`config.mk`:
```
export PLATFORM = sky130hd
export DESIGN_NAME = mul_div_unit
export DESIGN_NICKNAME = d
export VERILOG_FILES = /design/src/rtl/mul_div_unit.sv
export SDC_FILE = /design/constraint.sdc
export NUM_CORES = 1
export LEC_CHECK = 0
export ABC_CLOCK_PERIOD_IN_PS = 3400
export CORE_AREA = 4 4 150 152
export DETAILED_ROUTE_END_ITERATION = 16
export DIE_AREA = 0 0 154 156
export GPL_TIMING_DRIVEN = 0
export PLACE_DENSITY = 0.77
export SLEW_MARGIN = 20
export SYNTH_ARGS = -nofsm -noshare
export SYNTH_HDL_FRONTEND = slang
export SYNTH_SLANG_ARGS = --single-unit
```
`constraint.sdc`:
```
create_clock -name clk -period 3.4 [get_ports clk]
set_input_delay 0.68 -clock clk [delete_from_list [all_inputs] [get_ports clk]]
set_output_delay 0.68 -clock clk [all_outputs]
set_load 0.03 [all_outputs]
```
`src/rtl/mul_div_unit.sv`:
```
// Iterative unsigned 32x32 multiply / 32-bit restoring divide engine.
// One iteration per clock over a shared 2*DATA_W shift register.
// MUL result is {hi,lo}; DIV result is {remainder, quotient}.
// Optional build macro: MULDIV_ZERO_BYPASS_EN. When it is defined, a zero
// operand (MUL) or zero divisor (DIV) skips the iterations and produces the
// result one cycle after the start.
module mul_div_unit #(
    parameter int unsigned DATA_W = 32,
    parameter int unsigned CNT_W  = 5
) (
    input  logic                  clk,
    input  logic                  rst,
    input  logic                  valid,
    input  logic                  mode,
    input  logic [DATA_W-1:0]     in_A,
    input  logic [DATA_W-1:0]     in_B,
    output logic                  ready,
    output logic [2*DATA_W-1:0]   out,
    output logic                  busy
);

    localparam int unsigned RES_W = 2 * DATA_W;

    typedef enum logic [1:0] {
        IDLE = 2'd0,
        MUL  = 2'd1,
        DIV  = 2'd2,
        OUT  = 2'd3
    } state_t;

    state_t            state, state_nxt;
    logic [RES_W-1:0]  sreg, sreg_nxt;
    logic [RES_W-1:0]  out_nxt;
    logic [DATA_W-1:0] opnd, opnd_nxt;     // multiplicand (MUL) or divisor (DIV)
    logic [CNT_W-1:0]  cnt, cnt_nxt;
    logic [DATA_W:0]   mul_sum;
    logic [DATA_W:0]   div_up;
    logic              div_ge;
    logic              last;
    logic              zero_hit;

    // Per-iteration arithmetic: shift-add sum with carry, and restoring trial compare.
    always_comb begin
        mul_sum = {1'b0, sreg[RES_W-1:DATA_W]} + {1'b0, (sreg[0] ? opnd : {DATA_W{1'b0}})};
        div_up  = sreg[RES_W-1:DATA_W-1];
        div_ge  = (div_up >= {1'b0, opnd});
    end

    // Start-time shortcut detection for trivially known results.
    always_comb begin
`ifdef MULDIV_ZERO_BYPASS_EN
        zero_hit = mode ? (in_B == '0) : ((in_A == '0) || (in_B == '0));
`else
        zero_hit = 1'b0;
`endif
    end

    // Next-state and datapath update.
    always_comb begin
        state_nxt = state;
        sreg_nxt  = sreg;
        opnd_nxt  = opnd;
        cnt_nxt   = cnt;
        out_nxt   = out;
        last      = (cnt == CNT_W'(DATA_W - 1));
        case (state)
            IDLE: begin
                if (valid) begin
                    opnd_nxt  = mode ? in_B : in_A;
                    sreg_nxt  = mode ? {{DATA_W{1'b0}}, in_A} : {{DATA_W{1'b0}}, in_B};
                    cnt_nxt   = '0;
                    out_nxt   = '0;
                    state_nxt = mode ? DIV : MUL;
                    if (zero_hit) begin
                        out_nxt   = mode ? {in_A, {DATA_W{1'b1}}} : {RES_W{1'b0}};
                        sreg_nxt  = out_nxt;
                        state_nxt = OUT;
                    end
                end
            end
            MUL: begin
                sreg_nxt = {mul_sum, sreg[DATA_W-1:1]};
                cnt_nxt  = cnt + CNT_W'(1);
                if (last) begin
                    out_nxt   = sreg_nxt;
                    state_nxt = OUT;
                end
            end
            DIV: begin
                sreg_nxt = {(div_ge ? DATA_W'(div_up - {1'b0, opnd}) : div_up[DATA_W-1:0]),
                            sreg[DATA_W-2:0], div_ge};
                cnt_nxt  = cnt + CNT_W'(1);
                if (last) begin
                    out_nxt   = sreg_nxt;
                    state_nxt = OUT;
                end
            end
            OUT: begin
                state_nxt = IDLE;
            end
            default: begin
                state_nxt = IDLE;
            end
        endcase
    end

    // State, datapath and registered outputs.
    always_ff @(posedge clk) begin
        if (rst) begin
            state <= IDLE;
            sreg  <= '0;
            opnd  <= '0;
            cnt   <= '0;
            out   <= '0;
            ready <= 1'b0;
            busy  <= 1'b0;
        end else begin
            state <= state_nxt;
            sreg  <= sreg_nxt;
            opnd  <= opnd_nxt;
            cnt   <= cnt_nxt;
            out   <= out_nxt;
            ready <= (state_nxt == OUT);
            busy  <= (state_nxt != IDLE);
        end
    end

endmodule

```
==> out/metrics.cfg, run 1 <==
[setup_path]
critical_path.max_stage_delay_ns = 0.49
cp.arrival_ns = 3.70
critPathBufInv = 1
critPathLaunchType = register
path_max_fanout = 10
crit_family = compound AO/OA/AOI/OAI gates
criticalPathCategory = register to register
cp.required_ns = 3.73
critPathSlowestCell = a2111oi_4
cp_cell_sequence = inv_1, ha_1, a21oi_2, a21boi_1, a2111oi_4, a31oi_2, a22oi_4, o21ai_4, mux2_4, a211o_1, a22o_1
critPathCaptureType = register

[power]
power.density_nw_per_um2 = 684
vdd_drop_max_uv = 419
leakagePower_uw = 0.00561

[floorplan]
die_area_um2 = 24000
core_area_um2 = 21000
dieWidth_um = 154
chipHeight_um = 156
pin_count = 134
start_util = 0.544
rows = 53

[synth]
yosysUniqueCellTypes = 71
synth_compound_area_frac = 0.283
synthCells = 1479
ys_ff_latch = 169
syn_avg_cell_area_um2 = 7.73
netlist_area_um2 = 11400
synth_top_family_by_area = compound AO/OA/AOI/OAI gates
synth.top_cell.area_share = 0.296
ys_seq_area_frac = 0.296
synthTopCellsByArea = dfxtp_1, ha_1, mux2i_1, nand2_1, a21oi_1
synth_top_area_cell = dfxtp_1
synth-async-reset-ratio = 0
syn_nets = 1619
yosysWarnings = 0
synthMuxAreaShare = 0.0726
synthXorXnorAreaFrac = 0.0352
ys.flop_type = dfxtp_1
synthSimpleGateAreaFrac = 0.183
synth_edf_count = 0
synth_fa_ha_area_frac = 0.0801

[layout]
postLayoutCellArea_um2 = 13900
register_area_um2 = 3390
multi_input_area_um2 = 7630
syn_to_final_growth_pct = 21.6
nFillCells = 1846
final_common_cell = nand2_1
nets = 1772
final_cell_mix = nand2_1, dfxtp_1, nor2_1
insertedDiodeCount = 0
drive_above_1_share = 0.0559

[timing]
skew_ns = 0.0126
setup_viol = 0
finalHoldViolCount = 0
fmax_ghz = 0.296
slew_violations = 0
tightest_slew_ns = 0.976
maxSlewHeadroom = 0.347
min_period_ns = 3.37
fin_hold_ws_ns = 0.460
fin_crit_sh = 0.992

[placed_design]
hpwl_um = 29900
place_area_um2 = 13100
portBuffers = 132
gp_congestion = 1.02

[routing]
remaining_drc_errors = 0
post_drt_wl_per_cell_um = 20.3
wl_um = 39100
vias = 11900
ant_nets = 0
firstDrtPassIters = 5
via_per_inst = 6.18
first_iter_violations = 1028

[cts]
cts.sinks = 169
htree_levels = 4
numCtsBuffers = 17
clockBufferDepth = 2
cts.clk_slew.worst_paths_ns = 0.07
cts_root_buffer = clkbuf_16
cts_tree = yes
clkLatencyLatePin_ns = 0.44

[global_routing]
grt_pass1_wl_um = 60500
grt_pass1_vias = 11400
globalRouteOverflowTotal = 0
grt_max_degree = 20
grtUsageTotal = 0.313
antenna_found_initial = 0

[worst_hold_path]
hp-class = register to register

[status]
status = completed

[flow_run]
drv_cap = 0

==> cell families (layout without fill, tap and decap cells) <==
kind of cell | after synthesis | in the layout
adder cells (fa/ha/maj) | 72 | 72
AO/OA/AOI/OAI | 488 | 488
XOR/XNOR | 46 | 46
flip-flops | 169 | 169
buffers and inverters | 150 | 316
AND/OR/NAND/NOR | 472 | 472
multiplexers | 82 | 82
==> report_power, final <==
| group | leakage, uW | internal (uW) | switching (uW) | total [uW] |
|---|---|---|---|---|
| clock | 0.000288 | 996 | 993 | 1990 |
| combinational | 0.00395 | 1560 | 3350 | 4910 |
| sequential | 0.00138 | 2300 | 313 | 2610 |
| total | 0.00561 | 4850 | 4650 | 9510 |
==> per-layer routing <==
layer / vias to the layer above / share of wire / routed length [um] / GRT usage
met3: 80 / 0.092 / 3600 / 0.0613
met1: 5576 / 0.41 / 16000 / 0.402
met5: - / 0 / 0 / 0
li1: 5641 / - / - / -
met2: 567 / 0.47 / 18400 / 0.533
met4: 0 / 0.027 / 1040 / 0.0967
==> state kept, by name, summed over array words and instances, names as in the netlist <==
signal  flops
busy        1
opnd       32
state       2
sreg       64
cnt         5
ready       1
out        64
==> cell type report <==
type | count | share of cell area
inverter | 56 | 0.0151
multi-input combinational | 1160 | 0.548
tap | 275 | 0.0247
clock inverter | 14 | 0.0120
clock buffer | 18 | 0.0309
timing repair buffer | 138 | 0.0983
buffer | 90 | 0.0270
sequential | 169 | 0.244
==> stage by stage <==
step | utilization | worst slack [ns] | std cells | power (uW) | setup TNS [ns]
4_1_cts | 0.656 | 0.00797 | 1920 | 9320 | 0
3_3_place_gp | 0.623 | -0.629 | 1886 | 7180 | -13.54
6_report | 0.662 | 0.0256 | 1920 | 9510 | 0
5_1_grt | 0.662 | -0.0126 | 1920 | 10000 | -0.0368
2_1_floorplan | - | 0.526 | 1479 | 5760 | 0
3_5_place_dp | 0.623 | -0.626 | 1886 | 7270 | -15.70
==> worst register-to-register path: cells and delay by family (launching register included) <==
kind | cells | cell delay [ns]
flip-flops | 1 | 0.42
multiplexers | 1 | 0.36
adder cells (fa/ha/maj) | 1 | 0.37
AO/OA/AOI/OAI | 8 | 2.05
buffers and inverters | 1 | 0.07
==> timing repair <==
action	in CTS	in global routing
setup buffers	3	3
hold buffers	0	0
setup endpoints to repair	61	65
cloned	0	0
resized for setup	22	30
pin swaps	3	3
==> Yosys cell counts, types with 36 or more instances <==
cell        n
o21ai_0   113
ha_1       70
a21oi_1   130
a22o_1     42
mux2i_1    77
clkbuf_1   68
nor2_1    153
nand2_1   186
and2_1     36
a211oi_1   44
inv_1      55
dfxtp_1   169
==> final timing paths <==
| check | from | slack [ns] | end | depth (start not counted) |
|---|---|---|---|---|
| min | out[44] | 0.46 | out[44] | 2 |
| max reg2reg | opnd[11] | 0.03 | sreg[51] | 11 |
| max | opnd[11] | 0.03 | sreg[51] | 11 |
| min reg2reg | out[44] | 0.46 | out[44] | 2 |
Power figures use the tool's default switching activity.
==> run 2, diff against run 1 <==
--- a/constraint.sdc
+++ b/constraint.sdc
@@ -3,2 +3,2 @@
 set_output_delay 0.68 -clock clk [all_outputs]
-set_load 0.03 [all_outputs]
+set_load 0.1 [all_outputs]
==> results of run 2 <==
The final DEF is identical to that of run 1. Status: completed.
Main changes from that run: total power 9510 uW -> 9680 uW; worst IR drop on VDD 419 uV -> 602 uV
